**src/rtl/truth_table_bist.sv**
```systemverilog
// truth_table_bist: sweeps a 3-bit stimulus, samples the DUT outputs after a settle window and counts mismatches.
// Optional FAIL_MAP_EN keeps a per-vector mismatch map on fail_map.
module truth_table_bist #(
    parameter logic [7:0] TT0        = 8'b00111001,
    parameter logic [7:0] TT1        = 8'b10110010,
    parameter logic [7:0] TT2        = 8'b01011100,
    parameter int         SETTLE_CYC = 6
) (
    input  logic       clk,
    input  logic       rst_n,
    input  logic       start,
    output logic [2:0] x_out,
    input  logic       z_0,
    input  logic       z_1,
    input  logic       z_2,
    output logic       busy,
    output logic       done,
    output logic       pass,
    output logic [3:0] err_cnt,
    output logic [7:0] fail_map
);
    typedef enum logic [1:0] {IDLE, SETTLE, CHECK} state_t;
    localparam logic [3:0] RELOAD = 4'(SETTLE_CYC - 1);
    state_t     state_q, state_d;
    logic [2:0] vec_q, vec_d;
    logic [3:0] cnt_q, cnt_d;
    logic [3:0] err_q, err_d;
    logic       done_q, done_d;
    logic       pass_q, pass_d;
    logic       miss;
    always_comb begin
        miss    = {z_2, z_1, z_0} != {TT2[vec_q], TT1[vec_q], TT0[vec_q]};
        state_d = state_q;
        vec_d   = vec_q;
        cnt_d   = cnt_q;
        err_d   = err_q;
        done_d  = done_q;
        pass_d  = pass_q;
        case (state_q)
            IDLE: begin
                if (start) begin
                    state_d = SETTLE;
                    vec_d   = 3'd0;
                    cnt_d   = RELOAD;
                    err_d   = 4'd0;
                    done_d  = 1'b0;
                    pass_d  = 1'b0;
                end
            end
            SETTLE: begin
                if (cnt_q == 4'd0) state_d = CHECK;
                else cnt_d = cnt_q - 4'd1;
            end
            CHECK: begin
                err_d = err_q + {3'b000, miss};
                if (vec_q == 3'd7) begin
                    state_d = IDLE;
                    done_d  = 1'b1;
                    pass_d  = err_d == 4'd0;
                end else begin
                    state_d = SETTLE;
                    vec_d   = vec_q + 3'd1;
                    cnt_d   = RELOAD;
                end
            end
            default: state_d = IDLE;
        endcase
    end
    always_ff @(posedge clk or negedge rst_n) begin
        if (!rst_n) begin
            state_q <= IDLE;
            vec_q   <= 3'd0;
            cnt_q   <= 4'd0;
            err_q   <= 4'd0;
            done_q  <= 1'b0;
            pass_q  <= 1'b0;
        end else begin
            state_q <= state_d;
            vec_q   <= vec_d;
            cnt_q   <= cnt_d;
            err_q   <= err_d;
            done_q  <= done_d;
            pass_q  <= pass_d;
        end
    end
`ifdef FAIL_MAP_EN
    logic [7:0] map_q, map_d;
    always_comb begin
        map_d = map_q;
        if (state_q == IDLE && start) map_d = 8'h00;
        else if (state_q == CHECK && miss) map_d[vec_q] = 1'b1;
    end
    always_ff @(posedge clk or negedge rst_n) begin
        if (!rst_n) map_q <= 8'h00;
        else map_q <= map_d;
    end
    assign fail_map = map_q;
`else
    assign fail_map = 8'h00;
`endif
    assign x_out   = vec_q;
    assign busy    = state_q != IDLE;
    assign done    = done_q;
    assign pass    = pass_q;
    assign err_cnt = err_q;
endmodule
```
**config.mk**
```make
export PLATFORM = sky130hd
export DESIGN_NAME = truth_table_bist
export DESIGN_NICKNAME = d
export VERILOG_FILES = /design/src/rtl/truth_table_bist.sv
export SDC_FILE = /design/constraint.sdc
export NUM_CORES = 1
export LEC_CHECK = 0
export BUFFER_PORTS_ARGS = -buffer_cell sky130_fd_sc_hd__buf_2
export CORE_ASPECT_RATIO = 0.8
export CORE_MARGIN = 5
export CORE_UTILIZATION = 55
export CTS_CLUSTER_DIAMETER = 200
export CTS_CLUSTER_SIZE = 24
export DETAILED_ROUTE_END_ITERATION = 10
export PLACE_DENSITY_LB_ADDON = 0.25
export SETUP_SLACK_MARGIN = 0.4
export SYNTH_ARGS = -nofsm -noshare
export SYNTH_HDL_FRONTEND = slang
export SYNTH_SLANG_ARGS = --single-unit
```
**constraint.sdc**
```tcl
create_clock -name clk -period 4.09 [get_ports clk]
set_input_delay 0.409 -clock clk [delete_from_list [all_inputs] [get_ports clk]]
set_output_delay 0.409 -clock clk [all_outputs]
set_load 0.05 [all_outputs]
```
======== Yosys cells after proc, flatten, opt, wreduce, memory -nomap -nowiden ========
Memories as Yosys holds them, arrays and structs flattened.
Cells that the tools add are included.
cells by class
  muxes and demuxes ....................... 21
  add/subtract/negate cells ............... 3
  reduce and logical (&&, ||, !) cells .... 11
  eq/ne operators ......................... 9
  magnitude comparators ................... 1
operators by type and width
  kind                   count
  $mux W4                4
  $pmux W4 S3            1
  $ne A2 B2 Y1 const B   5
  $logic_not A4 Y1       2
  $pmux W4 S2            1
  $mux W1                7
  $mux W3                2
  $pmux W2 S3            1
  $pmux W3 S2            1
  $reduce_and A3 Y1      2
  $add A4 B1 Y4          1
  $lt A3 B4 Y1 const B   1
  $mux W2                2
  $pmux W1 S2            2
  $reduce_and A2 Y1      2
  $reduce_and A4 Y1      1
  $reduce_bool A2 Y1     2
  $sub A4 B1 Y4 const B  1
  $add A3 B1 Y3 const B  1
  $eq A3 B3 Y1 const B   1
  $ne A3 B3 Y1           1
  $reduce_bool A3 Y1     1
  $eq A2 B1 Y1 const B   1
  $eq A2 B2 Y1 const B   1
  $logic_not A2 Y1       1
word-level totals
  word-level logic and storage cells ...... 54
  bits of input ports ..................... 6
  memory bits (read-only) ................. 24
  register bits after elaboration ......... 15
  output and inout bits ................... 18
  memories ................................ 3
memory list
  name             depth  width  read ports  clocked after Yosys merged registers in  wr ports  line  text
  (no name shown)  8      1      1           0                                        0         32    miss = {z_2, z_1, z_0} != {TT2[vec_q], TT1[vec_q], TT0[vec_q]};
  (no name shown)  8      1      1           0                                        0         32
  (no name shown)  8      1      1           0                                        0         32

======== Logic depth before layout (Yosys ltp) ========
Gate-level depths: netlist (run 1).
  depth after elaboration ................. 7
  depth in mapped cells ................... 12
  gate-level depth less buffers ........... 12

======== Worst setup path after synthesis (run 1) ========
OpenSTA, ideal clock, no wires.
  kind .................................... register to register
  from .................................... reg vec_q[0], in the netlist x_out[0]
  to ...................................... reg pass_q, in the netlist pass
  cell stages (with the launch flop) ...... 13
  period minus slack after synthesis ...... 2.487 ns
  slack ................................... 1.603 ns
  required time ........................... 4.007 ns
  data arrival time ....................... 2.404 ns
  path buffers ............................ 0
  path through ............................ dfrtp_1 inv_1 ha_1 nor2_1 a21oi_1 xnor2_1 nand3_1 ha_1 ha_1 xor2_1 nor4_1 nand3_1 o21ai_0
on the way
  longest elaborated chain between the ends .. 7
  elaborated cells between the ends (all ways) .. 14
  those cells by class .................... add/sub: 1; eq/ne: 3; mux: 5; reduce/logical: 2; memory: 3
RTL lines
  item                           line  text
  start, declared                25    logic [2:0] vec_q, vec_d;
  start signal, assigned         79    vec_q <= vec_d;
  $mem_v2 Z8 W1                  n/a
  $mux W1 (implied by the code)  32
  $ne A3 B3 Y1                   32
  $add A4 B1 Y4                  55    err_d = err_q + {3'b000, miss};
  $logic_not A4 Y1               59    pass_d = err_d == 4'd0;
  $mux W1                        56    if (vec_q == 3'd7) begin
  $pmux W1 S2                    39    case (state_q)
  end signal, assigned           83    pass_q <= pass_d;
  end, declared                  29    logic pass_q, pass_d;
Parallel ways exist; a longest one is shown, timed or not. The select of a mux whose other input is x is not followed.
A chain may end at the register's enable or synchronous reset.

======== Worst setup path in the final report (run 1) ========
Ends and elaborated chain as after synthesis.

==> flow_metrics.py, run 1 <==
metrics = {
    "logic_synthesis": {
        "muxShareOfSynthArea": 0.0104,
        "synth_area_leader_cell": "dfrtp_1",
        "synth-simple-area-share": 0.183,
        "synthXorXnorAreaFrac": 0.0456,
        "ys_seq_area_frac": 0.391,
        "ys_ff_latch": 15,
        "yosysTopAreaCellShare": 0.391,
        "synthesis.instances": 103,
        "postSynthAreaPerCell_um2": 9.32,
        "synth_compound_area_frac": 0.166,
        "yosys-top-cells-area": "dfrtp_1 39%, ha_1 9.1%, buf_4 7.8%",
        "syn-cell-area_um2": 960,
        "yosysWarnings": 0,
        "synth_top_family_by_area": "simple AND/OR/NAND/NOR gates",
        "post_synth_num_cell_types": 29,
        "synthAdderAreaFrac": 0.0913,
    },
    "drt": {
        "antenna_left": 0,
        "drt-initial-drc-count": 11,
        "post_drt_wl_per_cell_um": 12.2,
        "met1_length_um": 838,
        "drt_first_pass_iters": 4,
        "totalWireLength_um": 1730,
        "maxUsedRoutingLayer": "met3",
        "vias": 720,
        "avgViaCountPerCell": 5.11,
        "met2_length_um": 769,
        "dr_wl_met3_um": 119,
        "drc": 0,
    },
    "clock_network": {
        "clk_latency_ns": 0.29,
        "cts_hold_buffers": 0,
        "htreeDepth": 1,
        "clk_pin_slew_ns": 0.10,
        "cts_buffers": 3,
        "clock_sinks": 15,
        "cts_resized": 0,
        "cts_tree": "yes",
        "postCtsSetupBuffers": 0,
        "cts-root-buf": "clkbuf_4",
        "cts_buffer_depth": 2,
    },
    "sta": {
        "finalSetupTns_ns": 0,
        "clock_skew_ns": 0.0100,
        "setup_viol_count_final": 0,
        "worst_slack_ns": 1.74,
        "slew_violations": 0,
        "hold_viol": 0,
        "rsz0062_at_grt": "no",
        "fmax_mhz": 425,
        "period_needed_ns": 2.35,
        "hold_ws_ns": 0.00359,
        "fin_crit_sh": 0.575,
    },
    "run": {
        "drv_cap": 0,
    },
    "critical_path": {
        "reg2reg_to": "pass",
        "crit_path_end": "pass",
        "rr_startpoint": "x_out[0]",
        "cp_max_fo": 8,
        "required_ns": 4.31,
        "setup.worst_path.class": "reg -> reg",
        "reg2reg_depth": 12,
        "critical_path.startpoint": "x_out[0]",
        "crit_path_end_kind": "flip-flop",
        "crit_path_start_kind": "flip-flop",
        "regToRegSetupSlack_ns": 1.74,
        "cp.arrival_ns": 2.57,
    },
    "layout": {
        "diodes": 0,
        "syn2layout_area_growth_pct": 8.47,
        "final_util": 0.634,
        "layout.cells.non_filler": 141,
        "drive_gt1_frac": 0.210,
        "nets": 133,
    },
    "power": {
        "swShare": 0.456,
        "pwr-share-comb": 0.475,
        "intPower_mw": 0.328,
        "vdd_drop_max_mv": 0.308,
        "p_seq_frac": 0.385,
        "switching_power_mw": 0.275,
        "p_clk_frac": 0.141,
        "power_density_mw_per_mm2": 579,
        "p_leak_nw": 0.547,
    },
    "placement": {
        "place.gp.congestion": 0.752,
        "post-place-ws_ns": 1.73,
        "port_buffers": 15,
        "hpwlAfterDp_um": 1370,
        "dp_cells": 137,
    },
    "floorplanning": {
        "chipWidth_um": 56.7,
        "die_area_mm2": 0.00269,
        "die_y_um": 47.4,
        "start_util": 0.584,
        "core-area_mm2": 0.00164,
        "rows": 13,
        "io_pins": 24,
    },
    "global_routing": {
        "antenna_found_initial": 0,
        "overflow": 0,
        "grt_usage": 0.147,
        "grt_max_degree": 16,
        "grt_pass1_wl_um": 2950,
        "grt_pass1_vias": 648,
    },
    "run_status": {
        "outcome": "finished clean",
    },
    "min_path": {
        "min_path_type": "in -> async",
    },
}
metal layers:
layer | vias to the layer above | GRT usage
met3 | 0 | 0.0549
li1 | 364 | -
met5 | - | 0
met4 | 0 | 0.0284
met2 | 18 | 0.224
met1 | 338 | 0.203
critical path, cell delays in order (launching register included):
cell and delay, ns:
dfrtp_1 0.46, inv_1 0.07, ha_1 0.31, nor2_1 0.05, a21oi_1 0.16, xnor2_1 0.14, nand3_1 0.09, ha_1 0.20
ha_1 0.22, xor2_1 0.16, nor4_1 0.24, nand3_1 0.11, o21ai_0 0.08
area by class of cell:
type	instances	area, um^2
Clock buffer	3	22.5
Clock inverter	1	5.00
Fill cell	144	602
Inverter	8	30.0
Multi-Input combinational cell	77	505
Sequential cell	15	375
Tap cell	22	27.5
Timing Repair Buffer	15	75.1
worst min path at each step:
stage                     to  slack (ns)   from  depth (start not counted)
global placement        pass        0.33  rst_n                          1
global route        cnt_q[1]        0.02  rst_n                          1
CTS                 cnt_q[1]        0.01  rst_n                          1
floorplan           cnt_q[0]        0.11  rst_n                          0
finish              cnt_q[1]       0.004  rst_n                          1
detailed placement  cnt_q[1]        0.33  rst_n                          1
state kept, by name (all words and copies together) (netlist names):
signal,count
cnt_q,4
pass,1
x_out,3
done,1
err_cnt,4
state_q,2
power by group through the flow:
stage	registers (mW)	clock network, mW	logic (mW)
detailed placement	0.234	0	0.289
global route	0.242	0.0938	0.315
floorplan	0.241	0	0.237
CTS	0.232	0.0874	0.289
finish	0.232	0.0848	0.286
global placement	0.232	0	0.280
placed cells by master, fill, tap and decap left out, types with 2 or more instances in the layout:
cell / count
nor2_1: 6
a21oi_1: 7
inv_1: 8
nor3_1: 4
buf_2: 15
xnor2_1: 3
nor3b_1: 2
nor2b_1: 2
ha_1: 7
nand2_1: 10
clkbuf_4: 3
dfrtp_1: 15
conb_1: 8
a21o_1: 2
a22o_1: 4
o21ai_0: 3
nand3_1: 3
xor2_1: 2
nand2b_1: 2
o21ai_1: 2
cell usage after synthesis (all sizes together):
library cell and instances:
or2 1, conb 1, nand2b 3, xor2 2
a21boi 1, a22o 4, nor4 1, nand2 11
nor2 6, o21ai 5, dfrtp 15, o31ai 1
inv 8, nor3b 2, buf 10, xnor2 3
nor3 4, mux2i 1, a21oi 8, ha 7
a21o 2, nand3 3, a211o 1, and2b 1
nor2b 2
stage by stage:
stage / total power [mW] / area, um^2
detailed placement: 0.524 / 1010
floorplan: 0.479 / 986
finish: 0.603 / 1040
global route: 0.651 / 1040
global placement: 0.512 / 1010
CTS: 0.608 / 1040
kinds of logic (layout without fill, tap and decap cells):
group,count (synthesis),count (layout)
other cells,1,8
xor+xnor,5,5
fa+ha+maj,7,7
buf+inv,18,27
mux,1,1
compound gates,22,22
flops,15,15
simple gates,34,34
Power figures use the tool's default switching activity.
==> inputs of run 2 (changes only) <==
--- a/config.mk
+++ b/config.mk
@@ -5,10 +5,11 @@
 export SDC_FILE = /design/constraint.sdc
 export NUM_CORES = 1
 export LEC_CHECK = 0
+export ABC_AREA = 1
 export BUFFER_PORTS_ARGS = -buffer_cell sky130_fd_sc_hd__buf_2
 export CORE_ASPECT_RATIO = 0.8
 export CORE_MARGIN = 5
-export CORE_UTILIZATION = 55
+export CORE_UTILIZATION = 51
 export CTS_CLUSTER_DIAMETER = 200
 export CTS_CLUSTER_SIZE = 24
 export DETAILED_ROUTE_END_ITERATION = 10
==> constraint.sdc (replaced) <==
create_clock -name clk -period 2.4 [get_ports clk]
set_input_delay 0.24 -clock clk [delete_from_list [all_inputs] [get_ports clk]]
set_output_delay 0.24 -clock clk [all_outputs]
set_load 0.05 [all_outputs]
==> run 2 against run 1 <==
  * Power grew 80%
  * Die area is 5.4% higher
  * Hold slack gained 0.28 ns
==> flow_metrics.py, run 2 <==
metrics = {
    "sta": {
        "setup_viol_count_final": 0,
        "fin_crit_sh": 0.799,
        "clock_skew_ns": 0.00599,
        "finalSetupTns_ns": 0,
        "rsz0062_at_grt": "yes",
        "fmax_mhz": 521,
        "hold_ws_ns": 0.286,
        "slew_violations": 0,
        "worst_slack_ns": 0.482,
        "hold_viol": 0,
        "period_needed_ns": 1.92,
    },
    "critical_path": {
        "reg2reg_to": "pass",
        "required_ns": 2.63,
        "cp_max_fo": 4,
        "crit_path_top_delay_cell": "dfrtp_2",
        "rr_startpoint": "x_out[0]",
        "critical-path-top-delay-family": "adder cells",
        "critPathMaxStageDelay_ns": 0.44,
        "setup.worst_path.class": "reg -> reg",
        "crit_path_end_kind": "flip-flop",
        "cp.arrival_ns": 2.15,
        "crit_path_start_kind": "flip-flop",
        "regToRegSetupSlack_ns": 0.48,
        "reg2reg_depth": 12,
        "crit_chain": "inv_2 -> ha_4 -> o21ai_2 -> xor2_1 -> nand3_1 -> ha_2 -> ha_4 -> nand2_2 -> nand3_2 -> nor2_1 -> nand3_1 -> nand2_1",
        "crit_buf_inv": 1,
    },
    "layout": {
        "final_util": 0.611,
        "layout_commonest_cell": "nand2_1",
        "stdcell_area_mm2": 0.00111,
        "syn2layout_area_growth_pct": 17.3,
        "layout.cells.non_filler": 171,
        "nets": 161,
        "final_cell_mix": "33 x nand2_1, 18 x inv_1, 15 x buf_2, 13 x dfrtp_1, 10 x nand3_1",
        "drive_gt1_frac": 0.238,
        "diodes": 0,
        "fillerInstances": 172,
    },
    "floorplanning": {
        "die_area_mm2": 0.00283,
        "start_util": 0.521,
        "die_y_um": 48.6,
        "rows": 14,
        "io_pins": 24,
        "chipWidth_um": 58.2,
        "core-area_mm2": 0.00182,
    },
    "drt": {
        "drt-initial-drc-count": 23,
        "post_drt_wl_per_cell_um": 11.1,
        "avgViaCountPerCell": 4.86,
        "vias": 831,
        "drc": 0,
        "antenna_left": 0,
        "drt_first_pass_iters": 4,
        "totalWireLength_um": 1890,
    },
    "logic_synthesis": {
        "synthesis.instances": 126,
        "postSynthAreaPerCell_um2": 7.54,
        "async_reset_ff_frac": 1.00,
        "yosysWarnings": 0,
        "syn-cell-area_um2": 950,
        "yosys-top-cells-area": "dfrtp_1 40%, nand2_1 13%, ha_1 9.2%",
        "synth_common_cells": "34 x nand2_1, 21 x inv_1, 15 x dfrtp_1, 11 x nand3_1, 10 x o21ai_0",
        "yosysTopAreaCellShare": 0.395,
        "yosysMostFrequentCell": "nand2_1",
        "ys_seq_area_frac": 0.395,
        "synth_flop_cell": "dfrtp_1",
        "ys_ff_latch": 15,
        "post_synth_num_cell_types": 17,
        "synth_area_leader_cell": "dfrtp_1",
        "synth_edf_count": 0,
    },
    "clock_network": {
        "htreeDepth": 1,
        "cts_buffers": 3,
        "cts_tree": "yes",
        "clock_sinks": 15,
        "clk_latency_ns": 0.28,
        "cts_buffer_depth": 2,
        "cts-root-buf": "clkbuf_4",
        "clk_pin_slew_ns": 0.09,
    },
    "min_path": {
        "min_from": "start",
        "min_path_type": "in -> reg",
        "hold_depth": 4,
        "min_to": "err_cnt[0]",
    },
    "placement": {
        "post-place-ws_ns": 0.434,
        "place.gp.congestion": 0.846,
        "hpwlAfterDp_um": 1450,
        "port_buffers": 15,
        "placed_area_mm2": 0.00104,
        "dp_cells": 164,
    },
    "power": {
        "p_leak_nw": 0.626,
        "power_mw": 1.09,
        "vdd_drop_max_mv": 0.516,
        "power_density_mw_per_mm2": 975,
    },
    "global_routing": {
        "antenna_found_initial": 0,
        "grt_max_degree": 16,
        "grt_pass1_wl_um": 2930,
        "grt_usage": 0.135,
        "overflow": 0,
        "grt_pass1_vias": 712,
    },
    "run": {
        "drv_cap": 0,
    },
    "run_status": {
        "outcome": "finished clean",
    },
}
run 2: cell count changes after synthesis, moves of 3 or more:
cell and delta:
xnor2_1 -3, a21oi_1 -7, nor2_1 +3, nand3_1 +8, o21ai_0 +7, nand2_1 +24, a22o_1 -4, nor3_1 -4
inv_1 +13
run 2: cell families (layout without fill, tap and decap cells):
| family | Yosys count | after routing | synth area share |
|---|---|---|---|
| xor+xnor | 2 | 2 | 0.0184 |
| simple gates | 58 | 58 | 0.260 |
| flops | 15 | 15 | 0.395 |
| fa+ha+maj | 7 | 7 | 0.0922 |
| compound gates | 14 | 14 | 0.0843 |
| buf+inv | 29 | 43 | 0.146 |
| other cells | 1 | 8 | 0.00395 |
run 2: cell type report:
cell class	instances	area [um^2]	area share
multi-input cells	89	500	0.449
flip-flops and latches	15	378	0.339
repair buffers	18	100	0.0899
inverters	21	78.8	0.0708
well taps	24	30.0	0.0270
clock buffers	4	26.3	0.0236
run 2: repair_timing:
| item | in CTS | in global routing |
|---|---|---|
| resized for setup | 0 | 6 |
| buffers inserted | 0 | 2 |
| endpoints found under the setup margin | 0 | 2 |
| hold endpoints to repair | 15 | 0 |
| hold buffers | 1 | 0 |
run 2: worst reg2reg max path, delay by kind of cell (launching register included):
family	cells	cell delay [ns]
xor gates and xnor gates	1	0.16
buffers and inverters	1	0.09
and+or+nand+nor	6	0.48
DFF	1	0.44
adders and majority gates	3	0.58
AOI/OAI and AO/OA	1	0.14
run 2: how the worst max path moves through the flow:
stage	startpoint	to	slack (ns)	cells after the start
detailed placement	x_out[1]	pass	0.43	15
finish	x_out[0]	pass	0.48	12
global placement	x_out[0]	pass	0.52	12
global route	x_out[0]	pass	0.38	12
floorplan	x_out[0]	pass	0.40	12
CTS	x_out[1]	pass	0.40	15
run 2: power by group:
part	switching (mW)	total, mW	internal [mW]
Sequential	0.0632	0.382	0.319
Clock	0.0783	0.143	0.0646
Combinational	0.392	0.561	0.169
run 2: metal layers:
metal / global-route usage / part of all wire / up-vias
met5: 0 / 0 / -
met2: 0.218 / 0.48 / 23
li1: - / - / 419
met4: 0.0695 / 0.027 / 0
met1: 0.155 / 0.42 / 382
met3: 0.0505 / 0.067 / 7
